[config.mk]
export PLATFORM = sky130hd
export DESIGN_NAME = instr_fetch
export DESIGN_NICKNAME = d
export VERILOG_FILES = /design/src/rtl/instr_fetch_pkg.sv /design/src/rtl/instr_fetch_fifo.sv /design/src/rtl/instr_fetch.sv
export SDC_FILE = /design/constraint.sdc
export NUM_CORES = 1
export LEC_CHECK = 0
export CAP_MARGIN = 20
export CORE_MARGIN = 2
export CORE_UTILIZATION = 59
export DETAILED_ROUTE_END_ITERATION = 7
export DONT_BUFFER_PORTS = 1
export GPL_TIMING_DRIVEN = 1
export PLACE_DENSITY = 0.75
export RECOVER_POWER = 100
export SYNTH_ARGS = -nofsm -noshare
export SYNTH_HDL_FRONTEND = slang
export SYNTH_SLANG_ARGS = --single-unit
export TNS_END_PERCENT = 30
[constraint.sdc]
create_clock -name clk -period 4.97 [get_ports clk]
set_clock_uncertainty 0.05 [all_clocks]
set_input_delay 0.2485 -clock clk [delete_from_list [all_inputs] [get_ports clk]]
set_output_delay 0.2485 -clock clk [all_outputs]
set_load 0.05 [all_outputs]
[src/rtl/instr_fetch_pkg.sv]
// rtl/instr_fetch_pkg.sv - shared constants and types for the IF-stage fetch unit
package instr_fetch_pkg;
   localparam int XLEN = 32;
   localparam logic [XLEN-1:0] NOP_INSTR        = 32'h0000_0013;
   localparam logic [XLEN-1:0] DEFAULT_RESET_PC = 32'h0000_0000;

   typedef struct packed {
      logic [XLEN-1:0] pc;
      logic [XLEN-1:0] instr;
   } fetch_entry_t;

   function automatic logic [XLEN-1:0] word_align(input logic [XLEN-1:0] addr);
      return addr & ~XLEN'(3);
   endfunction
endpackage

[src/rtl/instr_fetch_fifo.sv]
// rtl/instr_fetch_fifo.sv - DEPTH-entry synchronous FIFO with flush, used for fetched words and PC tags
module instr_fetch_fifo #(
   parameter int DEPTH = 2,
   parameter int W     = 64,
   localparam int AW   = $clog2(DEPTH),
   localparam int CW   = AW + 1
) (
   input  logic          clk,
   input  logic          rst_n,
   input  logic          flush_i,
   input  logic          push_i,
   input  logic          pop_i,
   input  logic [W-1:0]  push_data_i,
   output logic [W-1:0]  head_data_o,
   output logic [CW-1:0] count_o
);
   logic [W-1:0]  mem_q [DEPTH];
   logic [AW-1:0] rd_ptr_q, rd_ptr_d, wr_ptr_q, wr_ptr_d;
   logic [CW-1:0] count_q, count_d;
   logic          do_push, do_pop;

   // A push into a full FIFO is accepted only when the head leaves in the same cycle.
   assign do_pop  = pop_i && (count_q != '0);
   assign do_push = push_i && ((count_q != CW'(DEPTH)) || do_pop);

   always_comb begin
      rd_ptr_d = rd_ptr_q;
      wr_ptr_d = wr_ptr_q;
      count_d  = count_q;
      if (flush_i) begin
         rd_ptr_d = '0;
         wr_ptr_d = '0;
         count_d  = '0;
      end else begin
         if (do_push) wr_ptr_d = wr_ptr_q + AW'(1);
         if (do_pop)  rd_ptr_d = rd_ptr_q + AW'(1);
         count_d = count_q + CW'(do_push) - CW'(do_pop);
      end
   end

   always_ff @(posedge clk) begin
      if (!rst_n) begin
         rd_ptr_q <= '0;
         wr_ptr_q <= '0;
         count_q  <= '0;
      end else begin
         rd_ptr_q <= rd_ptr_d;
         wr_ptr_q <= wr_ptr_d;
         count_q  <= count_d;
      end
   end

   always_ff @(posedge clk) begin
      if (rst_n && !flush_i && do_push) mem_q[wr_ptr_q] <= push_data_i;
   end

   assign head_data_o = mem_q[rd_ptr_q];
   assign count_o     = count_q;
endmodule

[src/rtl/instr_fetch.sv]
// rtl/instr_fetch.sv - IF-stage fetch unit: PC, request credit, wrong-path drop and ID output buffer
module instr_fetch
   import instr_fetch_pkg::*;
#(
   parameter logic [31:0] RESET_PC = DEFAULT_RESET_PC,
   parameter int          DEPTH    = 2
) (
   input  logic        clk,
   input  logic        rst_n,
   output logic        imem_req_valid,
   input  logic        imem_req_ready,
   output logic [31:0] imem_req_addr,
   input  logic        imem_rsp_valid,
   input  logic [31:0] imem_rsp_data,
   input  logic        redirect_valid,
   input  logic [31:0] redirect_pc,
   input  logic        id_ready,
   output logic        if_valid,
   output logic [31:0] if_pc,
   output logic [31:0] if_instruction
);
   localparam int CW = $clog2(DEPTH) + 1;

   logic [31:0]   pc_q, pc_d;
   logic [CW-1:0] out_q, out_d, drop_q, drop_d;
   logic [CW-1:0] data_count, tag_count;
   logic [CW:0]   in_use;
   logic [31:0]   tag_head;
   fetch_entry_t  head, push_entry;
   logic          req_fire, rsp_eff, drop_hit, rsp_keep, pop;

   // Responses with nothing outstanding are protocol violations and are ignored.
   assign rsp_eff  = imem_rsp_valid && (out_q != '0);
   assign drop_hit = rsp_eff && (drop_q != '0);
   assign rsp_keep = rsp_eff && (drop_q == '0);
   assign if_valid = (data_count != '0);
   assign pop      = if_valid && id_ready && !redirect_valid;

   // A slot freed by this cycle's pop is reusable at once, which sustains one word per cycle.
   assign in_use         = {1'b0, out_q} + {1'b0, data_count} - (CW+1)'(pop);
   assign imem_req_valid = rst_n && !redirect_valid && (in_use < (CW+1)'(DEPTH));
   assign imem_req_addr  = pc_q;
   assign req_fire       = imem_req_valid && imem_req_ready;

   assign push_entry = '{pc: tag_head, instr: imem_rsp_data};

   instr_fetch_fifo #(.DEPTH(DEPTH), .W(32)) u_tag_q (
      .clk         (clk),
      .rst_n       (rst_n),
      .flush_i     (redirect_valid),
      .push_i      (req_fire),
      .pop_i       (rsp_keep && (tag_count != '0)),
      .push_data_i (pc_q),
      .head_data_o (tag_head),
      .count_o     (tag_count)
   );

   instr_fetch_fifo #(.DEPTH(DEPTH), .W(64)) u_data_q (
      .clk         (clk),
      .rst_n       (rst_n),
      .flush_i     (redirect_valid),
      .push_i      (rsp_keep),
      .pop_i       (pop),
      .push_data_i (push_entry),
      .head_data_o (head),
      .count_o     (data_count)
   );

   assign if_pc          = if_valid ? head.pc    : pc_q;
   assign if_instruction = if_valid ? head.instr : NOP_INSTR;

   always_comb begin
      out_d  = out_q + CW'(req_fire) - CW'(rsp_eff);
      drop_d = drop_q - CW'(drop_hit);
      pc_d   = req_fire ? pc_q + 32'd4 : pc_q;
      if (redirect_valid) begin
         // Everything still owed by memory after this cycle belongs to the old path.
         pc_d   = word_align(redirect_pc);
         drop_d = out_q - CW'(rsp_eff);
      end
   end

   always_ff @(posedge clk) begin
      if (!rst_n) begin
         pc_q   <= RESET_PC;
         out_q  <= '0;
         drop_q <= '0;
      end else begin
         pc_q   <= pc_d;
         out_q  <= out_d;
         drop_q <= drop_d;
      end
   end
endmodule

**Yosys cells after proc, flatten, opt, wreduce, memory -nomap -nowiden**

Memories as Yosys holds them, arrays and structs flattened. A register that Yosys moved wholly into a read port is not among the register bits.
Cells that the tools add are included.

- Register bits: 44
- Bits in writable memories: 192
- Input bits: 70
- Output and inout port bits: 98
- Word-level logic and storage cells: 69
- Memories: 2

Memories:

| memory | depth | bits a word | read ports | clocked after memory_dff | wr ports | line | text |
|---|---|---|---|---|---|---|---|
| u_data_q.mem_q | 2 | 64 | 1 | 1 | 1 | instr_fetch_fifo.sv:17 | `logic [W-1:0] mem_q [DEPTH];` |
| u_tag_q.mem_q | 2 | 32 | 1 | 1 | 1 | instr_fetch_fifo.sv:17 |  |

- Add/subtract/negate cells: 15
- Order comparisons: 1
- Equality and inequality tests: 2
- Muxes and demuxes: 13
- Bitwise operators: 1
- Reduce and logical (&&, ||, !) cells: 25

Operators with widths:

| operator | number |
|---|---|
| $mux W32 | 4 |
| $add A32 B3 Y32 const B | 1 |
| $logic_and A1 B1 Y1 | 15 |
| $reduce_bool A2 Y1 | 5 |
| $sub A2 B1 Y2 | 5 |
| $mux W1 | 8 |
| $add A2 B1 Y2 | 3 |
| $add A1 B1 Y1 const B | 4 |
| $ne A2 B2 Y1 const B | 2 |
| $add A2 B2 Y3 | 1 |
| $lt A3 B2 Y1 const B | 1 |
| $sub A3 B1 Y3 | 1 |
| $logic_not A2 Y1 | 1 |
| $logic_or A1 B1 Y1 | 2 |
| $mux W2 | 1 |
| $reduce_or A2 Y1 | 1 |
| $logic_not A1 Y1 | 1 |
| $not A1 Y1 | 1 |

**Logic depth before layout (Yosys ltp)**

Gate-level depths: netlist (run 1).

- Depth in word-level cells: 11
- Depth in mapped cells: 17

**Modules after synthesis**

From an unflattened synthesis (run 1), not the netlist that was laid out.

- Cell total of the unflattened synthesis: 685
- Area, all modules: 10112.2 um^2

Modules (own cells, without submodules):

| module | instances | cells each | area an instance (um^2) |
|---|---|---|---|
| instr_fetch_fifo at u_data_q | 1 | 227 | 4872.2 |
| instr_fetch | 1 | 330 | 2673.8 |
| instr_fetch_fifo at u_tag_q | 1 | 128 | 2566.2 |

**Worst setup path before layout (run 1)**

No wires, ideal clock.

- Path type: register to register
- Start point: register u_data_q.count_q[1] (netlist: u_data_q.count_o[1])
- End point: memory u_tag_q.mem_q[0][10] (enable)
- Setup time: 0.421 ns
- Arrival time: 4.288 ns
- Data required time: 4.499 ns
- Setup slack: 0.212 ns
- Cell stages (with the launch flop): 13
- Path buffers: 0
- Period minus slack after synthesis: 4.758 ns
- Path through: dfxtp_1 > nor2_1 > inv_1 > nand2_1 > nor2_1 > ha_1 > nand2b_1 > fa_1 > nand4b_1 > nor2_2 > inv_2 > a31oi_1 > nor2b_1

- Longest elaborated chain between the ends: 11
- Elaborated cells on any way between the ends: 12
- Classes of those cells: add/sub: 2; order compare: 1; mux: 2; reduce/logical: 7

Ends and longest elaborated chain:

| item | line | text |
|---|---|---|
| from (decl) | instr_fetch_fifo.sv:19 | `logic [CW-1:0] count_q, count_d;` |
| from (signal assigned) | instr_fetch_fifo.sv:49 | `count_q <= count_d;` |
| $reduce_bool A2 Y1 | instr_fetch.sv:36 | `assign if_valid = (data_count != '0);` |
| via if_valid | instr_fetch.sv:18 | `output logic if_valid,` |
| $logic_and A1 B1 Y1 (2 in series) | instr_fetch.sv:37 | `assign pop = if_valid && id_ready && !redirect_valid;` |
| $sub A3 B1 Y3 | instr_fetch.sv:40 | `assign in_use = {1'b0, out_q} + {1'b0, data_count} - (CW+1)'(pop);` |
| $lt A3 B2 Y1 | instr_fetch.sv:41 | `assign imem_req_valid = rst_n && !redirect_valid && (in_use < (CW+1)'(DEPTH));` |
| $logic_and A1 B1 Y1 | instr_fetch.sv:41 |  |
| $logic_and A1 B1 Y1 | instr_fetch.sv:43 | `assign req_fire = imem_req_valid && imem_req_ready;` |
| $logic_and A1 B1 Y1 | instr_fetch_fifo.sv:24 | `assign do_push = push_i && ((count_q != CW'(DEPTH)) \|\| do_pop);` |
| $logic_and A1 B1 Y1 | instr_fetch_fifo.sv:54 | `if (rst_n && !flush_i && do_push) mem_q[wr_ptr_q] <= push_data_i;` |
| $mux W1 | instr_fetch_fifo.sv:54 |  |
| $mux W1 (not written as such) | instr_fetch_fifo.sv:54 |  |
| to (decl) | instr_fetch_fifo.sv:17 |  |

The timed path passes the listed nets, and every way through them passes these cells.

**Worst setup path in the final report (run 1)**

- Start point: input port redirect_valid
- End point: memory u_data_q.mem_q[0][18] (enable)

- Longest elaborated chain between the ends: 8
- Elaborated cells on any way between the ends: 9
- Classes of those cells: mux: 2; reduce/logical: 7

Ends and longest elaborated chain:

| item | line | text |
|---|---|---|
| from (decl) | instr_fetch.sv:15 | `input logic redirect_valid,` |
| $logic_not A1 Y1 | instr_fetch.sv:37 |  |
| $logic_and A1 B1 Y1 | instr_fetch.sv:37 |  |
| $logic_and A1 B1 Y1 | instr_fetch_fifo.sv:23 | `assign do_pop = pop_i && (count_q != '0);` |
| $logic_or A1 B1 Y1 | instr_fetch_fifo.sv:24 |  |
| $logic_and A1 B1 Y1 | instr_fetch_fifo.sv:24 |  |
| via u_data_q.do_push | instr_fetch_fifo.sv:20 | `logic do_push, do_pop;` |
| $logic_and A1 B1 Y1 | instr_fetch_fifo.sv:54 |  |
| $mux W1 | instr_fetch_fifo.sv:54 |  |
| $mux W1 (not written as such) | instr_fetch_fifo.sv:54 |  |
| to (decl) | instr_fetch_fifo.sv:17 |  |

The timed path passes the listed nets, and every way through them passes these cells.

==> results.cfg, run 1 <==
[outcome]
outcome = finished, violations left
violations = max-capacitance violations, max-slew violations

[synth]
yosysTopAreaCell = edfxtp_1
ys_seq_elements = 228
seq_area_frac_synth = 0.675
synth_common_cells = 184 x edfxtp_1, 67 x nor2_1, 64 x mux2i_1, 59 x nand2_1, 46 x o21ai_0
synth_edf_count = 184
async_flop_share = 0
syn_area_per_cell_um2 = 13.4
yosys-top-cells-area = edfxtp_1 58%, dfxtp_1 9.3%, mux2i_1 6.7%
synth.most_common_cell = edfxtp_1
netlist_area_mm2 = 0.00949
ys_types = 52
postSynthCellCount = 709
ys_warn_count = 0
synth-main-ff-cell = edfxtp_1
yosysTopAreaCellShare = 0.582

[worst_setup_path]
critPathMaxFanout = 27
cp_data_arrival_time_ns = 4.26
cp_num_buf_inv = 3
max_stage_delay_ns = 1.26
cp_top_family = buffers and inverters
slowest_stage = nor2_2
critPathLaunchType = input pin
rr_startpoint = u_data_q.count_o[1]$_SDFF_PP0_
crit_type = in2reg
crit_start = redirect_valid
critPathRequiredTime_ns = 5.03
crit_chain = dlygate4sd3_1, inv_1, nand2_1, a31oi_1, nand2_1, nor2_2, clkbuf_1
setup.worst_path.end_class = register
cpMostUsedCell = nand2_1

[routing]
drt_pre_antenna_iters = 5
wl_per_cell_um = 21.1
wl_um = 21300
ant_nets = 0
drc = 0
vias = 6097
drt_iter0_drc = 494
vias_per_cell = 6.04

[floorplan]
fp.coreArea_mm2 = 0.0158
start_util = 0.600
die-area_mm2 = 0.0171
row_count = 46
die_w_um = 131
fp.dieH_um = 131
io_pins = 168

[hold_path]
hp-class = in2reg
hp-start = id_ready

[cts]
cts_buffers = 23
max-clock-path-buffers = 3
cts_sinks = 228
insertion_delay_ns = 0.50
clock_tree.root_cell = clkbuf_16
clk_pin_slew_worst_paths_ns = 0.06
htreeDepth = 1
cts_tree = built
cts_resized = 0

[global_route]
antenna_found_initial = 1
grt_pass1_vias = 6062
globalRouteMet2Util = 0.413
grt_overflow = 0
grt_max_degree = 90
grt_pass1_wl_um = 31400
grtUsageTotal = 0.238
busiest_layer = met2
grt_use_met1 = 0.296
grt_use_met3 = 0.0570

[placement]
place_ws_ns = 1.14
place.gp.congestion = 0.870
hpwl_um = 12900
port_buffers = 0
dp.cells = 901

[run]
cap_violations = 34

[timing]
layout_min_cycle_time_ns = 4.20
setup_viol = 0
maxSlewViolCount = 196
period_share = 0.845
finalSetupTns_ns = 0
worst_slack_ns = 0.771
worst_hold_slack_ns = 0.0245
worst_pin_slew_ns = 1.99
relSlewSlack = -0.323
clock.fmax_ghz = 0.238
grt_setup_unrepaired = no
hold_violations = 0

[power]
total_power_mw = 4.67
p_per_area_mw_per_mm2 = 421
power.leakage_nw = 3.68
peakVddDrop_mv = 0.325

[cells_and_area]
layout-drive-gt1-share = 0.0783
fin_cells = 1009
flow.area_growth_from_synthesis_pct = 16.8
fin_nets = 857
-- what timing repair did --
| action | in CTS | in global routing |
|---|---|---|
| hold endpoints to repair | 97 | 0 |
| hold buffers | 64 | 0 |
| setup buffers | 0 | 0 |
-- logic make-up (layout without fill, tap and decap cells) --
| logic type | after synthesis | in the layout | synth area share |
|---|---|---|---|
| flip-flops | 228 | 228 | 0.675 |
| AO/OA/AOI/OAI | 107 | 107 | 0.0659 |
| adder cells (fa/ha/maj) | 11 | 11 | 0.0153 |
| AND/OR/NAND/NOR | 194 | 194 | 0.0984 |
| buffers and inverters | 54 | 134 | 0.0235 |
| other | 1 | 5 | 0.000395 |
| XOR/XNOR | 19 | 19 | 0.0175 |
| multiplexers | 95 | 95 | 0.104 |
-- worst min-delay path, delay by kind of cell --
| kind | cells | cell delay [ns] |
|---|---|---|
| xor+xnor | 1 | 0.11 |
| simple gates | 2 | 0.18 |
-- area by class of cell --
class	instances	area (µm²)
Sequential cell	228	6410
Fill cell	1060	4740
Multi-Input combinational cell	430	2890
Timing Repair Buffer	77	744
Clock buffer	28	604
Tap cell	216	270
Clock inverter	13	110
Inverter	16	60.1
Antenna cell	1	2.50
-- state kept, by name, indices dropped and copies added, names as in the netlist, named ones only --
name	cells
imem_req_addr	30
u_data_q.count_o	2
drop_q	2
u_tag_q.wr_ptr_q	1
u_data_q.mem_q	124
u_tag_q.count_o	2
u_data_q.rd_ptr_q	1
u_tag_q.rd_ptr_q	1
out_q	2
u_tag_q.mem_q	60
u_data_q.wr_ptr_q	1
-- cells in the final DEF (no fill, tap or decap), drive strengths merged, types with 10 or more instances in the layout --
cell         synthesis  routed
clkbuf              27      35
clkinv               0      11
nand2               59      59
mux2i               64      64
o21ai               46      46
nand4               11      11
dlygate4sd3          0      64
inv                 16      16
ha                  10      10
dfxtp               44      44
edfxtp             184     184
nand3               16      16
a21oi               26      26
nor2                68      68
mux2                31      31
xnor2               12      12
-- per-stage QoR --
| stage | cell area, µm² | utilization |
|---|---|---|
| floorplan | 9510 | - |
| detailed placement | 9740 | 0.615 |
| global route | 11100 | 0.701 |
| global placement | 9740 | 0.615 |
| CTS | 11100 | 0.701 |
| finish | 11100 | 0.701 |
-- final timing paths --
check / endpoint / slack (ns) / depth (start not counted)
setup reg to reg: u_tag_q.mem_q[1][26]$_DFFE_PP_ / 0.82 / 14
hold reg to reg: u_tag_q.rd_ptr_q$_SDFFE_PP0P_ / 0.47 / 2
hold / removal: u_data_q.rd_ptr_q$_SDFFE_PP0P_ / 0.02 / 3
setup / recovery: u_data_q.mem_q[0][18]$_DFFE_PP_ / 0.77 / 7
-- report_power, final --
group / switching, mW / total [mW] / internal, mW
sequential: 0.144 / 2.33 / 2.19
clock: 0.671 / 1.64 / 0.965
combinational: 0.517 / 0.706 / 0.188
total: 1.33 / 4.67 / 3.34
-- per-layer routing --
layer  up-vias  wire length [µm]
met2       314             10700
li1       2761                 -
met3        41              1850
met4         0               396
met1      2981              8320
met5         -                 0
Power figures use the tool's default switching activity.
==> inputs of run 2 (changes only) <==
--- a/config.mk
+++ b/config.mk
@@ -5,6 +5,7 @@
 export SDC_FILE = /design/constraint.sdc
 export NUM_CORES = 1
 export LEC_CHECK = 0
+export ABC_AREA = 1
 export CAP_MARGIN = 20
 export CORE_MARGIN = 2
 export CORE_UTILIZATION = 59
==> constraint.sdc (replaced) <==
create_clock -name clk -period 4.1 [get_ports clk]
set_clock_uncertainty 0.05 [all_clocks]
set_input_delay 0.205 -clock clk [delete_from_list [all_inputs] [get_ports clk]]
set_output_delay 0.205 -clock clk [all_outputs]
set_load 0.05 [all_outputs]
==> run 2 against run 1 <==
Effect of this change:
- the flow still finishes with violations (max-capacitance violations, max-slew violations)
- register-to-register slack worse by 0.33 ns
- design area up 5.4%
- sequential share of layout area down 3.0 points
- first-iteration DRC count up 9.3%
- highest routed layer unchanged
- sequential cell count unchanged
- synthesized cell count up 35%
- global-route usage up 0.67 points
- die area up 5.3%
==> results.cfg, run 2 <==
[worst_setup_path]
critPathLaunchType = register
critPathMaxFanout = 75
setup.worst_path.end_class = output port
cp_data_arrival_time_ns = 3.54
crit_type = reg2out
critPathRequiredTime_ns = 3.85

[power]
p_per_area_mw_per_mm2 = 502
peakVddDrop_mv = 0.424
p_sw_mw = 1.69
p_clk_frac = 0.365
total_power_mw = 5.87
switching_share = 0.288
power.share.combinational = 0.158
intPower_mw = 4.18
p_seq_frac = 0.477
power.leakage_nw = 4.38

[timing]
grt_setup_unrepaired = no
maxSlewViolCount = 107
worst_pin_slew_ns = 1.84
period_share = 0.925
layout_min_cycle_time_ns = 3.79
relSlewSlack = -0.229
setup_viol = 0
clock.fmax_ghz = 0.264
hold_violations = 0

[routing]
ant_nets = 0
vias_per_cell = 5.56
wl_um = 22400
vias = 7046
drc = 0
drt_pre_antenna_iters = 5
wl_per_cell_um = 17.7
drt_iter0_drc = 540

[synth]
synth_top_family_by_area = simple AND/OR/NAND/NOR gates
synth_edf_count = 184
synth_compound_area_frac = 0.0770
ys_seq_elements = 228
synth_mux_area_frac = 0.0337
synth.most_common_cell = nand2_1
netlist_area_mm2 = 0.0100
synthSimpleGateAreaFrac = 0.172
synth_common_cells = 252 x nand2_1, 184 x edfxtp_1, 111 x a21oi_1, 71 x inv_1, 71 x nor2_1
yosys-top-cells-area = edfxtp_1 55%, nand2_1 9.4%, dfxtp_1 8.8%
yosysTopAreaCellShare = 0.552
synth_fa_ha_area_frac = 0.0145
yosysTopAreaCell = edfxtp_1
syn_area_per_cell_um2 = 10.5
synthXorXnorAreaFrac = 0.0105
ys_warn_count = 0
postSynthCellCount = 955
async_flop_share = 0
seq_area_frac_synth = 0.640
ys_types = 36
synth-main-ff-cell = edfxtp_1

[cts]
cts_buffers = 23
cts_tree = built
htreeDepth = 1
max-clock-path-buffers = 3
cts_resized = 0
clk_pin_slew_worst_paths_ns = 0.06
clock_tree.root_cell = clkbuf_16
insertion_delay_ns = 0.49
cts_sinks = 228

[outcome]
violations = max-capacitance violations, max-slew violations
outcome = finished, violations left

[floorplan]
fp.dieH_um = 134
die-area_mm2 = 0.0180
fp.coreArea_mm2 = 0.0166
row_count = 47
die_w_um = 134
io_pins = 168
start_util = 0.604

[global_route]
grt_pass1_vias = 6899
grtUsageTotal = 0.245
antenna_found_initial = 0
grt_overflow = 0
grt_max_degree = 76
grt_pass1_wl_um = 34600

[cells_and_area]
flow.area_growth_from_synthesis_pct = 16.8
fin_cells = 1268
largest_reg_flops = 124
final_area_mm2 = 0.0117
diodes = 0
layout-drive-gt1-share = 0.0773
nFillCells = 1172
fin_util = 0.705
final_common_cell = nand2_1
layout.cells.most_common_list = 252 x nand2_1, 184 x edfxtp_1, 111 x a21oi_1
fin_nets = 1113
top_register = u_data_q.mem_q

[placement]
hpwl_um = 13700
place.gp.congestion = 0.933
dp.cells = 1162
placed_cell_area_mm2 = 0.0103
port_buffers = 0

[hold_path]
hp-class = in2reg

[run]
cap_violations = 2
-- run 2: cell count changes after synthesis, sizes merged, moves of 7 or more --
cell	before	now
buf	11	23
a21oi	26	113
inv	16	73
nand2	59	255
o21ai	46	8
nor4	7	0
mux2i	64	0
nand3	16	67
nand4	11	3
nor2	68	79
a22oi	2	15
a31oi	8	0
-- run 2: repair_timing --
| action | CTS | global route |
|---|---|---|
| endpoints found under the hold margin | 103 | 0 |
| hold buffers | 65 | 0 |
| setup buffers | 0 | 0 |
-- run 2: metrics by stage --
stage	hold slack, ns	setup TNS (ns)	setup WS [ns]
after floorplan	0.254	-2.91	-0.0469
after global placement	0.254	0	0.675
after detailed placement	0.254	0	0.638
after CTS	0.00757	0	0.623
after global routing	0.0609	0	0.105
final	0.0255	0	0.306
-- run 2: critical path: stages (launching register included) --
cell,delay (ns)
dfxtp_1,0.42
nor2_4,0.06
clkbuf_2,0.86
clkinv_1,0.24
buf_4,0.38
nor2_1,0.09
a21oi_1,0.93
-- run 2: per-layer routing --
layer	track usage	wire length, µm	vias up
met5	0	0	-
met1	0.325	9610	3291
met2	0.410	10400	319
met3	0.0423	1870	44
li1	-	-	3392
met4	0.0854	595	0
-- run 2: layout make-up --
class	count	area, µm²	share of cell area
Clock buffer	29	618	0.0529
Clock inverter	12	165	0.0141
Inverter	75	288	0.0246
Sequential cell	228	6410	0.548
Multi-Input combinational cell	610	3120	0.266
Timing Repair Buffer	94	822	0.0703
Tap cell	220	275	0.0235
-- run 2: worst paths after layout --
| path | from | endpoint | slack, ns | cells after the start |
|---|---|---|---|---|
| setup reg to reg | u_data_q.count_o[1]$_SDFF_PP0_ | u_tag_q.mem_q[0][26]$_DFFE_PP_ | 0.49 | 15 |
| setup / recovery | u_data_q.count_o[1]$_SDFF_PP0_ | if_pc[16] | 0.31 | 6 |
| hold reg to reg | u_tag_q.rd_ptr_q$_SDFFE_PP0P_ | u_tag_q.rd_ptr_q$_SDFFE_PP0P_ | 0.40 | 1 |
| hold / removal | redirect_valid | drop_q[0]$_SDFF_PN0_ | 0.03 | 4 |
-- run 2: kinds of logic after synthesis --
logic type	count (synthesis)
simple gates	411
compound gates	142
other cells	1
xor+xnor	12
mux	30
fa+ha+maj	11
flops	228
buf+inv	120
-- run 2: power groups by stage --
stage          sequential (mW)  clock [mW]  combinational (mW)
3_5_place_dp              2.85           0               0.896
6_report                  2.80        2.14               0.928
2_1_floorplan             2.82           0               0.736
5_1_grt                   2.81        2.26                1.01
3_3_place_gp              2.84           0               0.878
4_1_cts                   2.80        2.17               0.963
